==> config.mk <==
export PLATFORM = sky130hd
export DESIGN_NAME = read_job_arbiter
export DESIGN_NICKNAME = d
export VERILOG_FILES = /design/src/rtl/read_arb_pkg.sv /design/src/rtl/rr_pick.sv /design/src/rtl/read_job_arbiter.sv
export SDC_FILE = /design/constraint.sdc
export NUM_CORES = 1
export LEC_CHECK = 0
export CAP_MARGIN = 10
export CORE_AREA = 10 10 174 176
export CTS_CLUSTER_SIZE = 14
export DETAILED_ROUTE_END_ITERATION = 10
export DIE_AREA = 0 0 184 186
export PLACE_DENSITY = 0.66
export REMOVE_ABC_BUFFERS = 1
export SYNTH_ARGS = -nofsm -noshare
export SYNTH_HDL_FRONTEND = slang
export SYNTH_SLANG_ARGS = --single-unit
==> constraint.sdc <==
create_clock -name CLK -period 7.7 [get_ports CLK]
set_clock_uncertainty 0.1 [all_clocks]
set_input_delay 1.925 -clock CLK [delete_from_list [all_inputs] [get_ports CLK]]
set_output_delay 1.925 -clock CLK [all_outputs]
set_load 0.01 [all_outputs]
==> src/rtl/read_arb_pkg.sv <==
// Shared types and sizing helpers for the read job arbiter.
package read_arb_pkg;

   // Width of beat counts and engine length.
   localparam int unsigned LEN_WIDTH = 32;

   typedef enum logic [2:0] {
      IDLE,
      START,
      SETTLE,
      BUSY,
      DONE
   } arb_state_t;

   // Bits needed to encode a client index (at least one bit).
   function automatic int unsigned CLIENT_IDX_WIDTH(input int unsigned n);
      return (n > 1) ? $clog2(n) : 1;
   endfunction

endpackage

==> src/rtl/rr_pick.sv <==
// Combinational round-robin picker: first requester at or after ptr, wrapping.
module rr_pick #(
   parameter int unsigned N  = 4,
   parameter int unsigned IW = 2
) (
   input  logic [N-1:0]  req,
   input  logic [IW-1:0] ptr,
   output logic [N-1:0]  grant,
   output logic [IW-1:0] idx,
   output logic          any
);

   // One extra bit so ptr + i cannot overflow before the wrap.
   logic [IW:0] cand;

   // Scan from ptr upward, wrapping at N; the first hit wins.
   always_comb begin
      grant = '0;
      idx   = '0;
      any   = 1'b0;
      cand  = '0;
      for (int i = 0; i < N; i++) begin
         cand = {1'b0, ptr} + (IW+1)'(i);
         if (cand >= (IW+1)'(N)) begin
            cand = cand - (IW+1)'(N);
         end
         if (!any && req[cand[IW-1:0]]) begin
            any                  = 1'b1;
            grant[cand[IW-1:0]]  = 1'b1;
            idx                  = cand[IW-1:0];
         end
      end
   end

endmodule

==> src/rtl/read_job_arbiter.sv <==
// Shares one read engine among several clients: round-robin job selection,
// engine launch, and steering of returned beats to the job owner.
module read_job_arbiter
   import read_arb_pkg::*;
#(
   parameter int unsigned NUM_CLIENTS = 4,
   parameter int unsigned DATA_WIDTH  = 64,
   parameter int unsigned ADDR_WIDTH  = 32
) (
   input  logic                             CLK,
   input  logic                             RST,
   input  logic [NUM_CLIENTS-1:0]           REQ_VALID,
   output logic [NUM_CLIENTS-1:0]           REQ_READY,
   input  logic [NUM_CLIENTS*ADDR_WIDTH-1:0] REQ_ADDR,
   input  logic [NUM_CLIENTS*LEN_WIDTH-1:0]  REQ_LENGTH,
   output logic [NUM_CLIENTS-1:0]           RSP_VALID,
   output logic [DATA_WIDTH-1:0]            RSP_DATA,
   output logic                             RSP_LAST,
   output logic [NUM_CLIENTS-1:0]           JOB_DONE,
   output logic                             ERR_SPURIOUS,
   output logic                             ENG_READ_START,
   output logic [ADDR_WIDTH-1:0]            ENG_RADDR_START,
   output logic [LEN_WIDTH-1:0]             ENG_READ_LENGTH,
   input  logic                             ENG_RREQ_COUNT_DONE,
   input  logic                             ENG_RVALID_COPY,
   input  logic [DATA_WIDTH-1:0]            ENG_RDATA_COPY,
   input  logic                             ENG_RVALID_COUNT_DONE
);

   localparam int unsigned IW = CLIENT_IDX_WIDTH(NUM_CLIENTS);

   arb_state_t             state_q, state_d;
   logic [IW-1:0]          owner_q;
   logic [IW-1:0]          rr_ptr_q;
   logic [IW-1:0]          next_ptr;
   logic [ADDR_WIDTH-1:0]  addr_q;
   logic [LEN_WIDTH-1:0]   len_q;
   logic [LEN_WIDTH-1:0]   beat_q;
   logic                   err_q;

   logic [NUM_CLIENTS-1:0] pick_grant;
   logic [IW-1:0]          pick_idx;
   logic                   pick_any;
   logic [ADDR_WIDTH-1:0]  pick_addr;
   logic [LEN_WIDTH-1:0]   pick_len;
   logic [NUM_CLIENTS-1:0] owner_oh;

   logic accept;
   logic beat_fwd;
   logic spurious;

   rr_pick #(
      .N  (NUM_CLIENTS),
      .IW (IW)
   ) u_pick (
      .req   (REQ_VALID),
      .ptr   (rr_ptr_q),
      .grant (pick_grant),
      .idx   (pick_idx),
      .any   (pick_any)
   );

   // Select the winning client's address and length from the packed buses.
   always_comb begin
      pick_addr = '0;
      pick_len  = '0;
      for (int i = 0; i < NUM_CLIENTS; i++) begin
         if (pick_grant[i]) begin
            pick_addr = REQ_ADDR[i*ADDR_WIDTH +: ADDR_WIDTH];
            pick_len  = REQ_LENGTH[i*LEN_WIDTH +: LEN_WIDTH];
         end
      end
   end

   // Handshake qualifiers and beat classification.
   always_comb begin
      // No handshake while reset is asserted, so nothing is accepted and lost.
      accept   = (state_q == IDLE) && pick_any && !RST;
      beat_fwd = ENG_RVALID_COPY && ((state_q == SETTLE) || (state_q == BUSY));
      spurious = ENG_RVALID_COPY &&
                 ((state_q == IDLE) || (state_q == START) || (state_q == DONE));
      next_ptr = (owner_q == IW'(NUM_CLIENTS - 1)) ? '0 : owner_q + IW'(1);
   end

   // Next-state logic; engine done flags are only trusted once in BUSY.
   always_comb begin
      state_d = state_q;
      unique case (state_q)
         IDLE: begin
            if (accept) begin
               state_d = (pick_len != '0) ? START : DONE;
            end
         end
         START:  state_d = SETTLE;
         SETTLE: state_d = BUSY;
         BUSY: begin
            if (ENG_RVALID_COUNT_DONE && ENG_RREQ_COUNT_DONE) begin
               state_d = DONE;
            end
         end
         DONE:    state_d = IDLE;
         default: state_d = IDLE;
      endcase
   end

   // Output steering: beats and completion go only to the current owner.
   always_comb begin
      owner_oh          = '0;
      owner_oh[owner_q] = 1'b1;
      REQ_READY         = accept ? pick_grant : '0;
      RSP_VALID         = beat_fwd ? owner_oh : '0;
      RSP_DATA          = beat_fwd ? ENG_RDATA_COPY : '0;
      RSP_LAST          = beat_fwd && (beat_q == (len_q - LEN_WIDTH'(1)));
      JOB_DONE          = (state_q == DONE) ? owner_oh : '0;
      ENG_READ_START    = (state_q == START);
      ENG_RADDR_START   = addr_q;
      ENG_READ_LENGTH   = len_q;
      ERR_SPURIOUS      = err_q;
   end

   // State register.
   always_ff @(posedge CLK) begin
      if (RST) begin
         state_q <= IDLE;
      end else begin
         state_q <= state_d;
      end
   end

   // Job latches and beat counter; the counter restarts with every new job.
   always_ff @(posedge CLK) begin
      if (RST) begin
         owner_q <= '0;
         addr_q  <= '0;
         len_q   <= '0;
         beat_q  <= '0;
      end else if (accept) begin
         owner_q <= pick_idx;
         addr_q  <= pick_addr;
         len_q   <= pick_len;
         beat_q  <= '0;
      end else if (beat_fwd) begin
         beat_q  <= beat_q + LEN_WIDTH'(1);
      end
   end

   // Round-robin pointer advances past the owner on completion; error is sticky.
   always_ff @(posedge CLK) begin
      if (RST) begin
         rr_ptr_q <= '0;
         err_q    <= 1'b0;
      end else begin
         if (state_q == DONE) begin
            rr_ptr_q <= next_ptr;
         end
         if (spurious) begin
            err_q <= 1'b1;
         end
      end
   end

endmodule

==> flow_summary.html, run 1 <==
<table>
<tr><th>Metric</th><th>Value</th></tr>
<tr><th colspan="2">Power and ir drop</th></tr>
<tr><td>Part of the total power dissipated in combinational logic</td><td>50.5%</td></tr>
<tr><td>Net switching power</td><td>965.4 uW</td></tr>
<tr><td>Fraction of power consumed by the clock network</td><td>19.3%</td></tr>
<tr><td>Total power density per cell area</td><td>186.5 nW/um^2</td></tr>
<tr><td>P_leak</td><td>4.749 nW</td></tr>
<tr><td>Max rail drop VDD</td><td>0.1193 mV</td></tr>
<tr><td>Int Pwr</td><td>1.480 mW</td></tr>
<tr><td>Share of total power in sequential cells</td><td>30.2%</td></tr>
<tr><td>Switching power as a share of total power</td><td>39.48%</td></tr>
<tr><th colspan="2">Clock network</th></tr>
<tr><td>Number of buffers on the longest clock path</td><td>2</td></tr>
<tr><td>Clock root cell</td><td>sky130_fd_sc_hd__clkbuf_16</td></tr>
<tr><td>Number of clock sinks</td><td>104</td></tr>
<tr><td>Setup repair bufs after CTS</td><td>0</td></tr>
<tr><td>Gates resized, CTS repair</td><td>0</td></tr>
<tr><td>TritonCTS clock tree</td><td>built</td></tr>
<tr><td>CTS H-tree depth</td><td>3</td></tr>
<tr><td>CTS Hold Bufs</td><td>0</td></tr>
<tr><td>Later-pin clock latency in the skew report</td><td>0.36 ns</td></tr>
<tr><td>Clk pin slew, worst setup/hold paths</td><td>0.07 ns</td></tr>
<tr><td>Number of buffers created by CTS</td><td>9</td></tr>
<tr><th colspan="2">Placement</th></tr>
<tr><td>Final weighted congestion in routability-driven placement</td><td>0.9623</td></tr>
<tr><td>DP Area</td><td>12,810 um^2</td></tr>
<tr><td>Placed wire-length estimate after detailed placement</td><td>32.52 mm</td></tr>
<tr><td>Cells after DPL</td><td>1,807</td></tr>
<tr><td>IO buf count</td><td>471</td></tr>
<tr><th colspan="2">Timing</th></tr>
<tr><td>RSZ-0062 raised after global routing</td><td>no</td></tr>
<tr><td>Slew at the pin closest to its max-slew limit</td><td>1.025 ns</td></tr>
<tr><td>Setup-failing EPs final</td><td>0</td></tr>
<tr><td>Min Tclk post-route</td><td>6.888 ns</td></tr>
<tr><td>Highest clock rate</td><td>145.2 MHz</td></tr>
<tr><td>Count of final max-slew check failures</td><td>0</td></tr>
<tr><td>Final hold violation count</td><td>0</td></tr>
<tr><td>Remaining max-slew budget at the tightest pin</td><td>30.71%</td></tr>
<tr><td>Share of the cycle needed by the critical path after routing</td><td>89.46%</td></tr>
<tr><th colspan="2">Synthesis</th></tr>
<tr><td>Synthesized area</td><td>7913 um^2</td></tr>
<tr><td>Count of mapped cells out of synthesis</td><td>1,072</td></tr>
<tr><td>Warnings from Yosys</td><td>0</td></tr>
<tr><td>Largest area contributor in the synthesized netlist</td><td>sky130_fd_sc_hd__dfxtp_1</td></tr>
<tr><td>Post-synth ARST share</td><td>0%</td></tr>
<tr><td>Area share of the leading cell type in the synthesized netlist</td><td>26.31%</td></tr>
<tr><td>Most used DFF post-synth</td><td>sky130_fd_sc_hd__dfxtp_1</td></tr>
<tr><td>Cell types occupying the most area after synthesis</td><td>sky130_fd_sc_hd__dfxtp_1, sky130_fd_sc_hd__nor2_1, sky130_fd_sc_hd__and2_1, sky130_fd_sc_hd__nand2_1, sky130_fd_sc_hd__a221oi_1</td></tr>
<tr><td>Most numerous cell in the Yosys netlist</td><td>sky130_fd_sc_hd__nor2_1</td></tr>
<tr><td>Post-synth EDFFs</td><td>0</td></tr>
<tr><td>Top cells by count, synth</td><td>sky130_fd_sc_hd__nor2_1, sky130_fd_sc_hd__nand2_1, sky130_fd_sc_hd__dfxtp_1</td></tr>
<tr><td>Flops &amp; latches, synth</td><td>104</td></tr>
<tr><td>Mean cell area of the mapped netlist</td><td>7.381 um^2</td></tr>
<tr><td>Part of the Yosys area used for sequential elements</td><td>26.31%</td></tr>
<tr><td>Cell variety after synth</td><td>66</td></tr>
<tr><th colspan="2">GRT</th></tr>
<tr><td>GRT Total Usage</td><td>22.30%</td></tr>
<tr><td>Initial antenna violation count</td><td>7</td></tr>
<tr><td>Largest net degree at the start of global routing</td><td>75</td></tr>
<tr><td>First-pass GRT wire length</td><td>58.62 mm</td></tr>
<tr><td>Via count of the first global-routing pass</td><td>9,644</td></tr>
<tr><td>Sum of overflow across all layers after global routing</td><td>0</td></tr>
<tr><th colspan="2">Drt</th></tr>
<tr><td>Detailed-route DRC error count</td><td>0</td></tr>
<tr><td>DRT iter0 DRCs</td><td>629</td></tr>
<tr><td>Via total after detailed routing</td><td>9,638</td></tr>
<tr><td>Total routed wirelength</td><td>40.38 mm</td></tr>
<tr><td>Total iterations of the first detailed-routing run</td><td>5</td></tr>
<tr><td>Detail-routed via count per cell</td><td>5.272</td></tr>
<tr><td>Detail-routed net length per standard cell</td><td>22.09 um</td></tr>
<tr><td>Antenna-violating nets left</td><td>0</td></tr>
<tr><th colspan="2">Setup path</th></tr>
<tr><td>Type of element launching the critical path</td><td>flop</td></tr>
<tr><td>Worst EP arrival</td><td>4.86 ns</td></tr>
<tr><td>Critical Setup Path Class</td><td>flop to output pin</td></tr>
<tr><td>Sort of element at the end of the critical path</td><td>output pin</td></tr>
<tr><td>Data required time at the worst endpoint</td><td>5.68 ns</td></tr>
<tr><td>CP Max Fanout</td><td>6</td></tr>
<tr><th colspan="2">Floorplan</th></tr>
<tr><td>Overall die area</td><td>34,220 um^2</td></tr>
<tr><td>Floorplan core area</td><td>26,730 um^2</td></tr>
<tr><td>Row count</td><td>60</td></tr>
<tr><td>Vertical die dimension</td><td>186 um</td></tr>
<tr><td>Die Wd</td><td>184 um</td></tr>
<tr><td>Initial core utilization</td><td>29.61%</td></tr>
<tr><td>Number of top-level pins</td><td>472</td></tr>
<tr><th colspan="2">Finish</th></tr>
<tr><td>Net count of the finished layout</td><td>1,819</td></tr>
<tr><td>Layout overhead on the synthesized area</td><td>65.70%</td></tr>
<tr><td>Post-route standard cell area excluding fillers</td><td>13,110 um^2</td></tr>
<tr><td>Number of inserted filler cells in the final layout</td><td>2,652</td></tr>
<tr><td>Multi-input combinational cell area</td><td>5463 um^2</td></tr>
<tr><td>Ratio of cells with drive above 1 in the final layout</td><td>3.306%</td></tr>
<tr><td>Share of the core filled with cells in the final layout</td><td>49.06%</td></tr>
<tr><td>Area used by sequential logic in the layout</td><td>2082 um^2</td></tr>
<tr><td>Non-filler instance count after layout</td><td>1,828</td></tr>
<tr><th colspan="2">Job</th></tr>
<tr><td>Total of max-cap violations</td><td>0</td></tr>
<tr><th colspan="2">Hold path</th></tr>
<tr><td>Class of the most critical hold timing path</td><td>flop to flop</td></tr>
<tr><th colspan="2">Status</th></tr>
<tr><td>Run status</td><td>finished, final reports clean</td></tr>
</table>
==> sequential cells by signal (all words and copies together) (netlist names) <==
signal	count
ENG_RADDR_START	32
ENG_READ_LENGTH	32
ERR_SPURIOUS	1
beat_q	32
owner_q	2
rr_ptr_q	2
state_q	3
==> power groups by stage <==
| stage | logic (mW) | clock network [mW] | registers (mW) |
|---|---|---|---|
| 5_1_grt | 1.34 | 0.502 | 0.753 |
| 2_1_floorplan | 0.595 | 0 | 0.759 |
| 3_3_place_gp | 1.23 | 0 | 0.742 |
| 3_5_place_dp | 1.23 | 0 | 0.749 |
| 4_1_cts | 1.24 | 0.488 | 0.738 |
| 6_report | 1.24 | 0.471 | 0.738 |
==> routing by layer <==
layer | part of all wire (%) | GRT usage, % | vias to the layer above
met5 | 0.052 | 0 | -
li1 | - | - | 4710
met2 | 50 | 38.72 | 368
met3 | 8.6 | 7.526 | 38
met1 | 40 | 25.64 | 4518
met4 | 1.4 | 5.703 | 4
==> worst max-delay path: stages, from the launching register on <==
cell	delay [ns]
sky130_fd_sc_hd__dfxtp_1	0.34
sky130_fd_sc_hd__inv_1	0.08
sky130_fd_sc_hd__ha_1	0.21
sky130_fd_sc_hd__nor4b_1	0.85
sky130_fd_sc_hd__nand3_1	0.37
sky130_fd_sc_hd__nor3_1	0.71
sky130_fd_sc_hd__nand3_1	0.25
sky130_fd_sc_hd__xnor2_1	0.19
sky130_fd_sc_hd__nor2_1	0.09
sky130_fd_sc_hd__a21oi_1	0.04
sky130_fd_sc_hd__o22ai_1	0.20
sky130_fd_sc_hd__nand4_1	0.11
sky130_fd_sc_hd__a2111oi_0	0.40
sky130_fd_sc_hd__clkdlybuf4s50_1	0.66
==> layout by cell type (no fill, tap or decap), types with 7 or more instances in the layout <==
cell type,count
sky130_fd_sc_hd__o22a_1,9
sky130_fd_sc_hd__nand3_1,46
sky130_fd_sc_hd__and2_1,70
sky130_fd_sc_hd__nor3_1,67
sky130_fd_sc_hd__dfxtp_1,104
sky130_fd_sc_hd__and3_1,13
sky130_fd_sc_hd__a211oi_1,10
sky130_fd_sc_hd__nand2b_1,11
sky130_fd_sc_hd__a221oi_1,44
sky130_fd_sc_hd__nor2_1,163
sky130_fd_sc_hd__a311oi_1,11
sky130_fd_sc_hd__buf_4,13
sky130_fd_sc_hd__inv_1,8
sky130_fd_sc_hd__nand2_1,105
sky130_fd_sc_hd__xnor2_1,27
sky130_fd_sc_hd__nor2b_1,7
sky130_fd_sc_hd__a21oi_1,44
sky130_fd_sc_hd__o311a_1,32
sky130_fd_sc_hd__o22ai_1,16
sky130_fd_sc_hd__clkdlybuf4s50_1,470
sky130_fd_sc_hd__xor2_1,44
sky130_fd_sc_hd__o21ai_0,15
sky130_fd_sc_hd__mux2i_1,19
sky130_fd_sc_hd__nor4_1,7
sky130_fd_sc_hd__ha_1,13
sky130_fd_sc_hd__clkbuf_16,9
sky130_fd_sc_hd__nand4_1,12
sky130_fd_sc_hd__a221o_1,9
==> metrics by stage <==
step / TNS (ns) / hold slack (ns) / setup slack, ns / total power, mW
2_1_floorplan: -0.9529 / 0.3631 / -0.9529 / 1.354
3_3_place_gp: 0 / 0.3508 / 0.8712 / 1.968
3_5_place_dp: 0 / 0.3836 / 0.8274 / 1.981
4_1_cts: 0 / 0.3995 / 0.8145 / 2.465
5_1_grt: 0 / 0.4183 / 0.2981 / 2.599
6_report: 0 / 0.3945 / 0.8116 / 2.445
==> layout make-up <==
cell class / count / area share [%]
tap: 341 / 3.254
clock inverter: 5 / 0.3626
sequential: 104 / 15.88
inverter: 8 / 0.2290
multi-input combinational: 870 / 41.66
clock buffer: 11 / 1.851
timing repair buffer: 484 / 36.66
antenna: 5 / 0.09543
==> kinds of logic (layout without fill, tap and decap cells) <==
kind of cell / count (synthesis) / after routing / synth area share [%]
xor+xnor: 71 / 71 / 7.859
simple gates: 525 / 525 / 31.78
flops: 104 / 104 / 26.31
compound gates: 234 / 234 / 22.64
mux: 27 / 27 / 4.301
fa+ha+maj: 13 / 13 / 2.056
buf+inv: 98 / 508 / 5.044
other cells: 0 / 5 / 0
==> final timing paths <==
path                  startpoint             endpoint  slack (ns)  cells after the start
max           ENG_READ_LENGTH[0]             RSP_LAST        0.81                     13
min          ENG_RADDR_START[26]  ENG_RADDR_START[26]        0.39                      2
max reg2reg          rr_ptr_q[0]           state_q[2]        1.97                     12
min reg2reg  ENG_RADDR_START[26]  ENG_RADDR_START[26]        0.39                      2
Note: power is estimated with default switching activity, not from simulation.
==> run 2, diff against run 1 <==
--- a/config.mk
+++ b/config.mk
@@ -10,8 +10,8 @@
 export CTS_CLUSTER_SIZE = 14
 export DETAILED_ROUTE_END_ITERATION = 10
 export DIE_AREA = 0 0 184 186
-export PLACE_DENSITY = 0.66
 export REMOVE_ABC_BUFFERS = 1
 export SYNTH_ARGS = -nofsm -noshare
 export SYNTH_HDL_FRONTEND = slang
+export SYNTH_HIERARCHICAL = 1
 export SYNTH_SLANG_ARGS = --single-unit
==> constraint.sdc (replaced) <==
create_clock -name CLK -period 8.35 [get_ports CLK]
set_clock_uncertainty 0.1 [all_clocks]
set_input_delay 2.0875 -clock CLK [delete_from_list [all_inputs] [get_ports CLK]]
set_output_delay 2.0875 -clock CLK [all_outputs]
set_load 0.01 [all_outputs]
==> run 2 against run 1 <==
First-iteration DRC count increased by 15%. Clock power decreased by 17%. Power decreased by 33%. Non-clock buffer count decreased by 3. Largest power group unchanged. Synthesized area decreased by 5.1%. Combinational power decreased by 47%. Highest routed layer is now met4. Cell count decreased by 3.6%. Setup slack improved by 0.42 ns. Sequential share of layout area increased by 0.52 points.
==> flow_summary.html, run 2 <==
<table>
<tr><th>Metric</th><th>Value</th></tr>
<tr><th colspan="2">Clock network</th></tr>
<tr><td>CTS Hold Bufs</td><td>0</td></tr>
<tr><td>Clk pin slew, worst setup/hold paths</td><td>0.07 ns</td></tr>
<tr><td>Later-pin clock latency in the skew report</td><td>0.35 ns</td></tr>
<tr><td>Number of clock sinks</td><td>104</td></tr>
<tr><td>CTS H-tree depth</td><td>3</td></tr>
<tr><td>TritonCTS clock tree</td><td>built</td></tr>
<tr><td>Number of buffers created by CTS</td><td>9</td></tr>
<tr><td>Setup repair bufs after CTS</td><td>0</td></tr>
<tr><td>Clock root cell</td><td>sky130_fd_sc_hd__clkbuf_16</td></tr>
<tr><td>Gates resized, CTS repair</td><td>0</td></tr>
<tr><td>Number of buffers on the longest clock path</td><td>2</td></tr>
<tr><th colspan="2">GRT</th></tr>
<tr><td>GRT Total Usage</td><td>22.18%</td></tr>
<tr><td>Largest net degree at the start of global routing</td><td>77</td></tr>
<tr><td>Sum of overflow across all layers after global routing</td><td>0</td></tr>
<tr><td>First-pass GRT wire length</td><td>57.73 mm</td></tr>
<tr><td>Initial antenna violation count</td><td>5</td></tr>
<tr><td>Via count of the first global-routing pass</td><td>9,112</td></tr>
<tr><th colspan="2">Timing</th></tr>
<tr><td>Slew at the pin closest to its max-slew limit</td><td>1.033 ns</td></tr>
<tr><td>RSZ-0062 raised after global routing</td><td>no</td></tr>
<tr><td>Share of the cycle needed by the critical path after routing</td><td>85.30%</td></tr>
<tr><td>Final hold violation count</td><td>0</td></tr>
<tr><td>Remaining max-slew budget at the tightest pin</td><td>30.52%</td></tr>
<tr><td>Count of final max-slew check failures</td><td>0</td></tr>
<tr><td>Min Tclk post-route</td><td>7.122 ns</td></tr>
<tr><td>Setup-failing EPs final</td><td>0</td></tr>
<tr><td>Setup slack of the critical path after layout</td><td>1.228 ns</td></tr>
<tr><td>Highest clock rate</td><td>140.4 MHz</td></tr>
<tr><th colspan="2">Setup path</th></tr>
<tr><td>Worst reg2reg path startpoint</td><td>rr_ptr_q[0]</td></tr>
<tr><td>Critical Setup Path Class</td><td>primary input to output pin</td></tr>
<tr><td>Sequence of cells on the critical path</td><td>clkdlybuf4s50_1 -&gt; mux4_2 -&gt; nor3_1 -&gt; nand2b_1 -&gt; nand2_1 -&gt; nor3_1 -&gt; and2_1 -&gt; clkdlybuf4s50_1</td></tr>
<tr><td>CP Max Fanout</td><td>13</td></tr>
<tr><td>Worst EP arrival</td><td>4.93 ns</td></tr>
<tr><td>Worst path slowest cell</td><td>sky130_fd_sc_hd__nor3_1</td></tr>
<tr><td>Sum of buffers and inverters on the critical path</td><td>2</td></tr>
<tr><td>End of the worst register-to-register path</td><td>state_q[2]</td></tr>
<tr><td>Biggest cell delay along the critical path</td><td>0.60 ns</td></tr>
<tr><td>Data required time at the worst endpoint</td><td>6.16 ns</td></tr>
<tr><td>Type of element launching the critical path</td><td>primary input</td></tr>
<tr><td>Sort of element at the end of the critical path</td><td>output pin</td></tr>
<tr><td>Worst Reg-to-Reg Cells</td><td>14</td></tr>
<tr><td>Cell family with most CP delay</td><td>simple AND/OR/NAND/NOR gates</td></tr>
<tr><td>Register-to-register path setup slack</td><td>2.96 ns</td></tr>
<tr><th colspan="2">Synthesis</th></tr>
<tr><td>Flops &amp; latches, synth</td><td>104</td></tr>
<tr><td>Cell types occupying the most area after synthesis</td><td>sky130_fd_sc_hd__dfxtp_1, sky130_fd_sc_hd__and2_1, sky130_fd_sc_hd__nor2_1, sky130_fd_sc_hd__a21oi_1, sky130_fd_sc_hd__nand2_1</td></tr>
<tr><td>Warnings from Yosys</td><td>6</td></tr>
<tr><td>Mean cell area of the mapped netlist</td><td>7.470 um^2</td></tr>
<tr><td>Most numerous cell in the Yosys netlist</td><td>sky130_fd_sc_hd__nor2_1</td></tr>
<tr><td>Area share of the leading cell type in the synthesized netlist</td><td>27.73%</td></tr>
<tr><td>Part of the Yosys area used for sequential elements</td><td>27.73%</td></tr>
<tr><td>Post-synth ARST share</td><td>0%</td></tr>
<tr><td>Count of mapped cells out of synthesis</td><td>1,005</td></tr>
<tr><td>Top cells by count, synth</td><td>sky130_fd_sc_hd__nor2_1, sky130_fd_sc_hd__dfxtp_1, sky130_fd_sc_hd__nand2_1</td></tr>
<tr><td>Synthesized area</td><td>7507 um^2</td></tr>
<tr><td>Post-synth EDFFs</td><td>0</td></tr>
<tr><td>Largest area contributor in the synthesized netlist</td><td>sky130_fd_sc_hd__dfxtp_1</td></tr>
<tr><td>Cell variety after synth</td><td>63</td></tr>
<tr><td>Most used DFF post-synth</td><td>sky130_fd_sc_hd__dfxtp_1</td></tr>
<tr><th colspan="2">Floorplan</th></tr>
<tr><td>Overall die area</td><td>34,220 um^2</td></tr>
<tr><td>Floorplan core area</td><td>26,730 um^2</td></tr>
<tr><td>Number of top-level pins</td><td>472</td></tr>
<tr><td>Vertical die dimension</td><td>186 um</td></tr>
<tr><td>Row count</td><td>60</td></tr>
<tr><td>Initial core utilization</td><td>28.09%</td></tr>
<tr><td>Die Wd</td><td>184 um</td></tr>
<tr><th colspan="2">Status</th></tr>
<tr><td>Run status</td><td>finished, final reports clean</td></tr>
<tr><th colspan="2">Drt</th></tr>
<tr><td>Detail-routed net length per standard cell</td><td>23.04 um</td></tr>
<tr><td>Total routed wirelength</td><td>40.61 mm</td></tr>
<tr><td>Via total after detailed routing</td><td>9,213</td></tr>
<tr><td>Detail-routed via count per cell</td><td>5.226</td></tr>
<tr><td>Antenna-violating nets left</td><td>0</td></tr>
<tr><td>Detailed-route DRC error count</td><td>0</td></tr>
<tr><td>Total iterations of the first detailed-routing run</td><td>5</td></tr>
<tr><td>DRT iter0 DRCs</td><td>724</td></tr>
<tr><th colspan="2">Placement</th></tr>
<tr><td>Worst slack at placement</td><td>1.278 ns</td></tr>
<tr><td>Final weighted congestion in routability-driven placement</td><td>0.9542</td></tr>
<tr><td>IO buf count</td><td>471</td></tr>
<tr><td>Placed wire-length estimate after detailed placement</td><td>33.71 mm</td></tr>
<tr><td>DP Area</td><td>12,430 um^2</td></tr>
<tr><th colspan="2">Finish</th></tr>
<tr><td>Post-route standard cell area excluding fillers</td><td>12,700 um^2</td></tr>
<tr><td>Ratio of cells with drive above 1 in the final layout</td><td>3.529%</td></tr>
<tr><td>Layout overhead on the synthesized area</td><td>69.12%</td></tr>
<tr><td>Share of the core filled with cells in the final layout</td><td>47.50%</td></tr>
<tr><td>Most common cell after layout, fill and taps aside</td><td>sky130_fd_sc_hd__clkdlybuf4s50_1</td></tr>
<tr><td>Net count of the finished layout</td><td>1,755</td></tr>
<tr><td>Highest-count cells in the layout ignoring fill and taps</td><td>sky130_fd_sc_hd__clkdlybuf4s50_1, sky130_fd_sc_hd__nor2_1, sky130_fd_sc_hd__dfxtp_1, sky130_fd_sc_hd__nand2_1, sky130_fd_sc_hd__a21oi_1</td></tr>
<tr><th colspan="2">Power and ir drop</th></tr>
<tr><td>Max rail drop VDD</td><td>0.07393 mV</td></tr>
<tr><td>Power Total</td><td>1.635 mW</td></tr>
<tr><td>P_leak</td><td>4.477 nW</td></tr>
<tr><td>Total power density per cell area</td><td>128.8 nW/um^2</td></tr>
<tr><th colspan="2">Hold path</th></tr>
<tr><td>Class of the most critical hold timing path</td><td>flop to flop</td></tr>
<tr><td>Destination of the worst hold path</td><td>ENG_RADDR_START[6]</td></tr>
<tr><td>Source of the worst hold timing path</td><td>ENG_RADDR_START[6]</td></tr>
<tr><td>Hold depth</td><td>2</td></tr>
<tr><th colspan="2">Job</th></tr>
<tr><td>Total of max-cap violations</td><td>0</td></tr>
</table>
run 2: changes by cell type in the layout (fill, tap and decap cells not counted), sizes merged, moves of 33 or more:
cell | previous run | this run
nor3 | 67 | 13
o21ai | 19 | 52
a21oi | 44 | 79
o22ai | 16 | 49
nor2 | 163 | 117
a22oi | 3 | 39
run 2: logic make-up (layout without fill, tap and decap cells):
group,count (synthesis),count (layout),share of synthesized area [%]
AND/OR/NAND/NOR,403,403,28.27
AO/OA/AOI/OAI,308,308,26.40
flip-flops,104,104,27.73
buffers and inverters,100,512,5.500
XOR/XNOR,65,65,7.583
multiplexers,14,14,2.683
adder cells (fa/ha/maj),11,11,1.833
other,0,5,0
run 2: worst min-delay path: stages, from the launching register on:
cell and delay [ns]:
sky130_fd_sc_hd__dfxtp_1 0.32, sky130_fd_sc_hd__nand2_1 0.04, sky130_fd_sc_hd__o21ai_0 0.05
run 2: layout make-up:
cell class,count,area [um^2]
Sequential cell,104,2082
Timing Repair Buffer,481,4790
Clock inverter,4,25.02
Antenna cell,5,12.51
Inverter,18,67.56
Tap cell,341,426.7
Multi-Input combinational cell,801,5067
Clock buffer,9,225.2
Fill cell,2677,14030
run 2: how the worst max path moves through the flow:
stage	from	to	slack, ns	cells past startpoint
global route	REQ_VALID[1]	REQ_READY[1]	1.01	8
finish	REQ_VALID[3]	REQ_READY[1]	1.23	8
floorplan	REQ_VALID[2]	REQ_READY[3]	-2.29	6
CTS	REQ_VALID[3]	REQ_READY[1]	1.26	8
global placement	REQ_VALID[3]	REQ_READY[1]	1.31	8
detailed placement	REQ_VALID[3]	REQ_READY[1]	1.28	8
run 2: layer usage:
layer  wire length, um  GRT usage (%)
met3              3128          6.181
met2             20680          38.88
met1             16080          25.74
met5                 0              0
met4               720          6.391
run 2: per-stage QoR:
stage | hold WS [ns] | setup TNS (ns) | std cells
2_1_floorplan | 0.3581 | -115.44 | 923
3_5_place_dp | 0.3445 | 0 | 1745
4_1_cts | 0.3579 | 0 | 1758
6_report | 0.3524 | 0 | 1763
3_3_place_gp | 0.3320 | 0 | 1745
5_1_grt | 0.3686 | 0 | 1763
run 2: power by group:
part           total, mW  internal, mW  switching (mW)
registers          0.584         0.530          0.0534
clock network      0.389         0.197           0.192
logic              0.662         0.353           0.310
total               1.64          1.08           0.555
